File: src/rtl/vga_timing_gen_if.sv
// video_if: pixel-clock video bundle toward the DAC/LCD.
// The master drives sync, blank, colour and the forwarded clock.
interface video_if;
  logic        CLK;
  logic        HS;
  logic        VS;
  logic        BLANK;
  logic [23:0] RGB;

  modport master (
    output CLK, HS, VS, BLANK, RGB
  );

  modport slave (
    input CLK, HS, VS, BLANK, RGB
  );
endinterface

File: src/rtl/vga_timing_gen.sv
// vga_timing_gen: parametrised VGA timing and test-pattern generator.
// Counters feed a registered HS/VS/BLANK/RGB stage one cycle behind.
module vga_timing_gen #(
  parameter int HDISP  = 800,
  parameter int VDISP  = 480,
  parameter int HFP    = 40,
  parameter int HPULSE = 48,
  parameter int HBP    = 40,
  parameter int VFP    = 12,
  parameter int VPULSE = 3,
  parameter int VBP    = 40,
  parameter bit HS_POL = 1'b0,
  parameter bit VS_POL = 1'b0,
  parameter int GRID   = 16
) (
  input  logic                     pixel_clk,
  input  logic                     pixel_rst_n,
  input  logic [1:0]               pattern_sel,
  input  logic [23:0]              fg_color,
  input  logic [23:0]              ext_rgb,
  output logic                     pixel_req,
  output logic [$clog2(HDISP)-1:0] req_x,
  output logic [$clog2(VDISP)-1:0] req_y,
  output logic                     frame_start,
  output logic                     line_start,
  video_if.master                  video_ifm
);
  localparam int HSUP   = HFP + HPULSE + HBP;
  localparam int VSUP   = VFP + VPULSE + VBP;
  localparam int HTOTAL = HDISP + HSUP;
  localparam int VTOTAL = VDISP + VSUP;
  localparam int HW     = $clog2(HTOTAL);
  localparam int VW     = $clog2(VTOTAL);
  localparam int XW     = $clog2(HDISP);
  localparam int YW     = $clog2(VDISP);
  localparam int BARW   = HDISP / 8;

  localparam logic [HW-1:0] H_LAST = HW'(HTOTAL - 1);
  localparam logic [HW-1:0] H_S0   = HW'(HFP);
  localparam logic [HW-1:0] H_S1   = HW'(HFP + HPULSE);
  localparam logic [HW-1:0] H_SUP  = HW'(HSUP);
  localparam logic [VW-1:0] V_LAST = VW'(VTOTAL - 1);
  localparam logic [VW-1:0] V_S0   = VW'(VFP);
  localparam logic [VW-1:0] V_S1   = VW'(VFP + VPULSE);
  localparam logic [VW-1:0] V_SUP  = VW'(VSUP);

  logic [HW-1:0] r_h;
  logic [VW-1:0] r_v;
  logic [1:0]    r_pat;
  logic [23:0]   r_fg;
  logic          r_hs;
  logic          r_vs;
  logic          r_blank;
  logic          r_fs;
  logic          r_ls;
  logic [23:0]   r_rgb;

  logic          w_h_last;
  logic          w_v_last;
  logic          w_top;
  logic          w_act;
  logic          w_hsync;
  logic          w_vsync;
  logic          w_grid;
  logic [XW-1:0] w_x;
  logic [YW-1:0] w_y;
  logic [31:0]   w_idx;
  logic [2:0]    w_bar;
  logic [23:0]   w_bar_rgb;
  logic [23:0]   w_pat_rgb;

  assign w_h_last = (r_h == H_LAST);
  assign w_v_last = (r_v == V_LAST);
  assign w_top    = (r_h == '0) && (r_v == '0);
  assign w_act    = (r_h >= H_SUP) && (r_v >= V_SUP);
  assign w_hsync  = (r_h >= H_S0) && (r_h < H_S1);
  assign w_vsync  = (r_v >= V_S0) && (r_v < V_S1);

  assign w_x = w_act ? XW'(r_h - H_SUP) : '0;
  assign w_y = w_act ? YW'(r_v - V_SUP) : '0;

  assign pixel_req = w_act;
  assign req_x     = w_x;
  assign req_y     = w_y;

  always_ff @(posedge pixel_clk or negedge pixel_rst_n) begin
    if (!pixel_rst_n) begin
      r_h <= '0;
      r_v <= '0;
    end else if (w_h_last) begin
      r_h <= '0;
      r_v <= w_v_last ? '0 : r_v + 1'b1;
    end else begin
      r_h <= r_h + 1'b1;
    end
  end

  // Pattern and colour only move at the top-left corner of a frame.
  always_ff @(posedge pixel_clk or negedge pixel_rst_n) begin
    if (!pixel_rst_n) begin
      r_pat <= 2'd0;
      r_fg  <= 24'hFFFFFF;
    end else if (w_top) begin
      r_pat <= pattern_sel;
      r_fg  <= fg_color;
    end
  end

  assign w_grid = ((32'(w_x) % 32'(GRID)) == 32'd0)
               || ((32'(w_y) % 32'(GRID)) == 32'd0);
  assign w_idx  = 32'(w_x) / 32'(BARW);
  assign w_bar  = (w_idx > 32'd7) ? 3'd7 : w_idx[2:0];

  always_comb begin
    w_bar_rgb = 24'h000000;
    unique case (w_bar)
      3'd0: w_bar_rgb = 24'hFFFFFF;
      3'd1: w_bar_rgb = 24'hFFFF00;
      3'd2: w_bar_rgb = 24'h00FFFF;
      3'd3: w_bar_rgb = 24'h00FF00;
      3'd4: w_bar_rgb = 24'hFF00FF;
      3'd5: w_bar_rgb = 24'hFF0000;
      3'd6: w_bar_rgb = 24'h0000FF;
      3'd7: w_bar_rgb = 24'h000000;
    endcase
  end

  always_comb begin
    w_pat_rgb = 24'h000000;
    unique case (r_pat)
      2'd0: w_pat_rgb = w_grid ? r_fg : 24'h000000;
      2'd1: w_pat_rgb = w_bar_rgb;
      2'd2: w_pat_rgb = {3{8'(w_x)}};
      2'd3: w_pat_rgb = ext_rgb;
    endcase
  end

  always_ff @(posedge pixel_clk or negedge pixel_rst_n) begin
    if (!pixel_rst_n) begin
      r_hs    <= ~HS_POL;
      r_vs    <= ~VS_POL;
      r_blank <= 1'b0;
      r_rgb   <= 24'h000000;
      r_fs    <= 1'b0;
      r_ls    <= 1'b0;
    end else begin
      r_hs    <= w_hsync ? HS_POL : ~HS_POL;
      r_vs    <= w_vsync ? VS_POL : ~VS_POL;
      r_blank <= w_act;
      r_rgb   <= w_act ? w_pat_rgb : 24'h000000;
      r_fs    <= w_top;
      r_ls    <= (r_h == '0);
    end
  end

  assign frame_start     = r_fs;
  assign line_start      = r_ls;
  assign video_ifm.CLK   = pixel_clk;
  assign video_ifm.HS    = r_hs;
  assign video_ifm.VS    = r_vs;
  assign video_ifm.BLANK = r_blank;
  assign video_ifm.RGB   = r_rgb;
endmodule

File: src/flat_wrapper.sv
// flat-port wrapper written by rule: the top's interface ports become plain ports
module vga_timing_gen_flat 
#(
  parameter int HDISP  = 800,
  parameter int VDISP  = 480,
  parameter int HFP    = 40,
  parameter int HPULSE = 48,
  parameter int HBP    = 40,
  parameter int VFP    = 12,
  parameter int VPULSE = 3,
  parameter int VBP    = 40,
  parameter bit HS_POL = 1'b0,
  parameter bit VS_POL = 1'b0,
  parameter int GRID   = 16
)
  (pixel_clk, pixel_rst_n, pattern_sel, fg_color, ext_rgb, pixel_req, req_x, req_y, frame_start, line_start, video_ifm_CLK, video_ifm_HS, video_ifm_VS, video_ifm_BLANK, video_ifm_RGB);
  video_if video_ifm_i ();
  input  logic pixel_clk;
  input  logic pixel_rst_n;
  input  logic [1:0] pattern_sel;
  input  logic [23:0] fg_color;
  input  logic [23:0] ext_rgb;
  output logic pixel_req;
  output logic [$clog2(HDISP)-1:0] req_x;
  output logic [$clog2(VDISP)-1:0] req_y;
  output logic frame_start;
  output logic line_start;
  output wire logic [$bits(video_ifm_i.CLK)-1:0] video_ifm_CLK;
  output wire logic [$bits(video_ifm_i.HS)-1:0] video_ifm_HS;
  output wire logic [$bits(video_ifm_i.VS)-1:0] video_ifm_VS;
  output wire logic [$bits(video_ifm_i.BLANK)-1:0] video_ifm_BLANK;
  output wire logic [$bits(video_ifm_i.RGB)-1:0] video_ifm_RGB;
  assign video_ifm_CLK = video_ifm_i.CLK;
  assign video_ifm_HS = video_ifm_i.HS;
  assign video_ifm_VS = video_ifm_i.VS;
  assign video_ifm_BLANK = video_ifm_i.BLANK;
  assign video_ifm_RGB = video_ifm_i.RGB;
  vga_timing_gen #(.HDISP(HDISP), .VDISP(VDISP), .HFP(HFP), .HPULSE(HPULSE), .HBP(HBP), .VFP(VFP), .VPULSE(VPULSE), .VBP(VBP), .HS_POL(HS_POL), .VS_POL(VS_POL), .GRID(GRID)) u_core (.pixel_clk(pixel_clk), .pixel_rst_n(pixel_rst_n), .pattern_sel(pattern_sel), .fg_color(fg_color), .ext_rgb(ext_rgb), .pixel_req(pixel_req), .req_x(req_x), .req_y(req_y), .frame_start(frame_start), .line_start(line_start), .video_ifm(video_ifm_i));
endmodule
File: config.mk
export PLATFORM = sky130hd
export DESIGN_NAME = vga_timing_gen_flat
export DESIGN_NICKNAME = d
export VERILOG_FILES = /design/src/rtl/vga_timing_gen_if.sv /design/src/rtl/vga_timing_gen.sv /design/src/flat_wrapper.sv
export SDC_FILE = /design/constraint.sdc
export NUM_CORES = 1
export LEC_CHECK = 0
export BUFFER_PORTS_ARGS = -buffer_cell sky130_fd_sc_hd__clkbuf_2
export CAP_MARGIN = 40
export CORE_ASPECT_RATIO = 2
export CORE_MARGIN = 4
export CORE_UTILIZATION = 50
export CTS_CLUSTER_SIZE = 30
export DETAILED_ROUTE_END_ITERATION = 8
export PLACE_DENSITY = 0.79
export SLEW_MARGIN = 20
export SYNTH_ARGS = -nofsm -noshare
export SYNTH_HDL_FRONTEND = slang
export SYNTH_SLANG_ARGS = --single-unit
File: constraint.sdc
create_clock -name pixel_clk -period 9.3 [get_ports pixel_clk]
set_input_delay 0.93 -clock pixel_clk [delete_from_list [all_inputs] [get_ports pixel_clk]]
set_output_delay 0.93 -clock pixel_clk [all_outputs]
set_load 0.005 [all_outputs]
==> results.py <==
metrics = {
    "status": {
        "outcome": "completed",
    },
    "yosys": {
        "ys_warn_count": 0,
        "ys.flop_type": "dfrtp_1",
        "synth_fp_nets": 528,
        "async_flop_share_pct": 100,
        "syn_avg_cell_area_um2": 9.41,
        "synthCells": 466,
        "ys_seq_area_share_pct": 43.5,
        "netlist_area_mm2": 0.00439,
        "yosys_register_bits": 75,
        "synth_edf_count": 0,
        "yosysUniqueCellTypes": 61,
    },
    "timing": {
        "skew_ns": 0.00601,
        "hold_violations": 0,
        "tightest_slew_ns": 0.779,
        "finalSetupViolations": 0,
        "maxSlewHeadroom_pct": 48.1,
        "slew_violations": 0,
        "rsz0062_at_grt": "no",
        "final.setup.tns_ns": 0,
    },
    "grt": {
        "grt_antenna_before_repair": 0,
        "overflow": 0,
        "track_usage_pct": 23.9,
        "grt_pass1_wl_mm": 19.0,
        "grt_pass1_vias": 3888,
        "grt_max_degree": 47,
    },
    "clock_network": {
        "clkTransAtPathRegs_ns": 0.05,
        "cts_resized": 0,
        "cts_buffers": 9,
        "clock_latency_ns": 0.33,
        "cts_max_path_buffers": 2,
        "cts_tree": "yes",
        "cts-hold-fix-buffers": 0,
        "htree_num_levels": 3,
        "ctsRootBufferMaster": "clkbuf_16",
        "cts_setup_buffers": 0,
    },
    "floorplan": {
        "die_area_mm2": 0.0104,
        "rows": 48,
        "die_h_um": 140,
        "pin_count": 102,
        "start_util_pct": 51.1,
        "core-area_mm2": 0.00859,
        "die_w_um": 74.2,
    },
    "routing": {
        "dr.pass1.iters": 5,
        "ant_nets": 0,
        "post_drt_via_cell_ratio": 5.80,
        "drt-initial-drc-count": 224,
        "wl_mm": 12.0,
        "drc_errors": 0,
        "wl_per_cell_um": 18.2,
        "num_vias": 3808,
    },
    "cells_and_area": {
        "layout_commonest_cell": "clkbuf_2",
        "drive_gt1_share_pct": 35.9,
        "nNetsFinal": 614,
        "diodes": 0,
        "area_growth_pct": 19.5,
        "final_util_pct": 61.0,
        "final_cell_mix": "clkbuf_2, nor2_1, dfrtp_1",
        "layoutNonFillerInstCount": 657,
        "fillers": 763,
    },
    "setup_path": {
        "cp_max_fo": 11,
        "slowest_stage": "clkbuf_16",
        "crit_top_cell": "clkbuf_16",
        "cp_cell_sequence": "clkbuf_16, clkbuf_16, clkbuf_2",
        "worstPathArrival_ns": 5.09,
        "critical_path_class": "clk2out",
        "setup.worst_path.start_class": "clock port",
        "cp_data_required_time_ns": 8.37,
        "cpPeakStageDelay_ns": 0.17,
        "worstPathBufferInverterCount": 3,
        "end_kind": "output pin",
        "crit_family": "buffers and inverters",
    },
    "place": {
        "port_buffers": 101,
        "dp_hpwl_mm": 9.10,
        "dp_cells": 640,
        "gp_congestion": 0.868,
    },
    "pwr": {
        "powerDensity_mw_per_mm2": 141,
        "p_leak_nw": 2.53,
        "vdd_drop_max_v": 0.000114,
    },
    "hold_path": {
        "hold_path_class": "in2async",
    },
    "job": {
        "max-cap-violations": 0,
    },
}
## where the power goes
group          total, mW  internal, mW  switching [mW]
Combinational     0.0455        0.0201          0.0253
Clock              0.353         0.219           0.135
Sequential         0.341         0.336         0.00473
Total              0.740         0.575           0.165
## logic make-up (layout without fill, tap and decap cells)
family,count (synthesis),count (layout),synth area share (%)
flops,75,75,43.5
compound gates,128,128,20.0
fa+ha+maj,10,10,2.85
simple gates,161,161,17.8
buf+inv,45,136,4.62
xor+xnor,19,19,3.96
mux,28,28,7.22
## stage by stage
step	instance area, um^2	hold slack, ns	power (mW)	worst slack, ns
finish	5240	0.528	0.740	3.28
global route	5240	0.549	0.768	3.26
CTS	5240	0.522	0.748	3.26
detailed placement	4930	0.514	0.397	3.63
global placement	4900	0.501	0.394	3.63
floorplan	4390	0.486	0.374	3.61
## registers in the layout, summed over array words and instances (netlist names)
signal                  flops
u_core.r_fg                24
u_core.video_ifm.RGB       24
u_core.r_h                 10
u_core.r_v                 10
u_core.r_pat                2
u_core.frame_start          1
u_core.line_start           1
u_core.video_ifm.BLANK      1
u_core.video_ifm.HS         1
u_core.video_ifm.VS         1
## routing by layer
metal / routed length, um / global-route usage, % / vias up
met4: 551 / 13.8 / 0
met2: 6500 / 41.9 / 149
met1: 4200 / 25.9 / 1814
li1: - / - / 1812
met3: 734 / 4.45 / 33
met5: 0 / 0 / -
## path summary, 6_finish.rpt
check                              start                 endpoint  slack, ns  cells past startpoint
max                            pixel_clk            video_ifm_CLK       3.28                      3
min                          pixel_rst_n            u_core.r_h[5]       0.53                      1
max reg2reg                u_core.r_h[7]  u_core.video_ifm.RGB[7]       4.55                     16
min reg2reg                u_core.r_h[0]            u_core.r_h[0]       0.53                      1
max in group asynchronous    pixel_rst_n          u_core.r_fg[22]       8.14                      2
min in group pixel_clk     u_core.r_h[0]            u_core.r_h[0]       0.53                      1
## layout make-up
| type | instances | area [um^2] | share of cell area (%) |
|---|---|---|---|
| clock buffer | 12 | 248 | 4.73 |
| clock inverter | 5 | 60.1 | 1.15 |
| inverter | 12 | 46.3 | 0.883 |
| multi-input combinational | 346 | 2280 | 43.6 |
| sequential | 75 | 1910 | 36.4 |
| tap | 100 | 125 | 2.39 |
| timing repair buffer | 107 | 571 | 10.9 |
## synthesized netlist by cell type (8+ instances only)
cell type / number / area [um^2]
nor2_1: 57 / 214
dfrtp_1: 49 / 1230
a21oi_1: 46 / 230
nand2_1: 46 / 173
dfstp_2: 26 / 683
mux2_2: 25 / 282
o21ai_0: 24 / 120
clkbuf_1: 23 / 86.3
and3_1: 12 / 75.1
inv_1: 11 / 41.3
xnor2_1: 11 / 96.3
ha_1: 10 / 125
a211oi_2: 9 / 113
a21o_1: 9 / 67.6
nor3_1: 8 / 40.0
o21a_1: 8 / 60.1
Power figures use the tool's default switching activity.
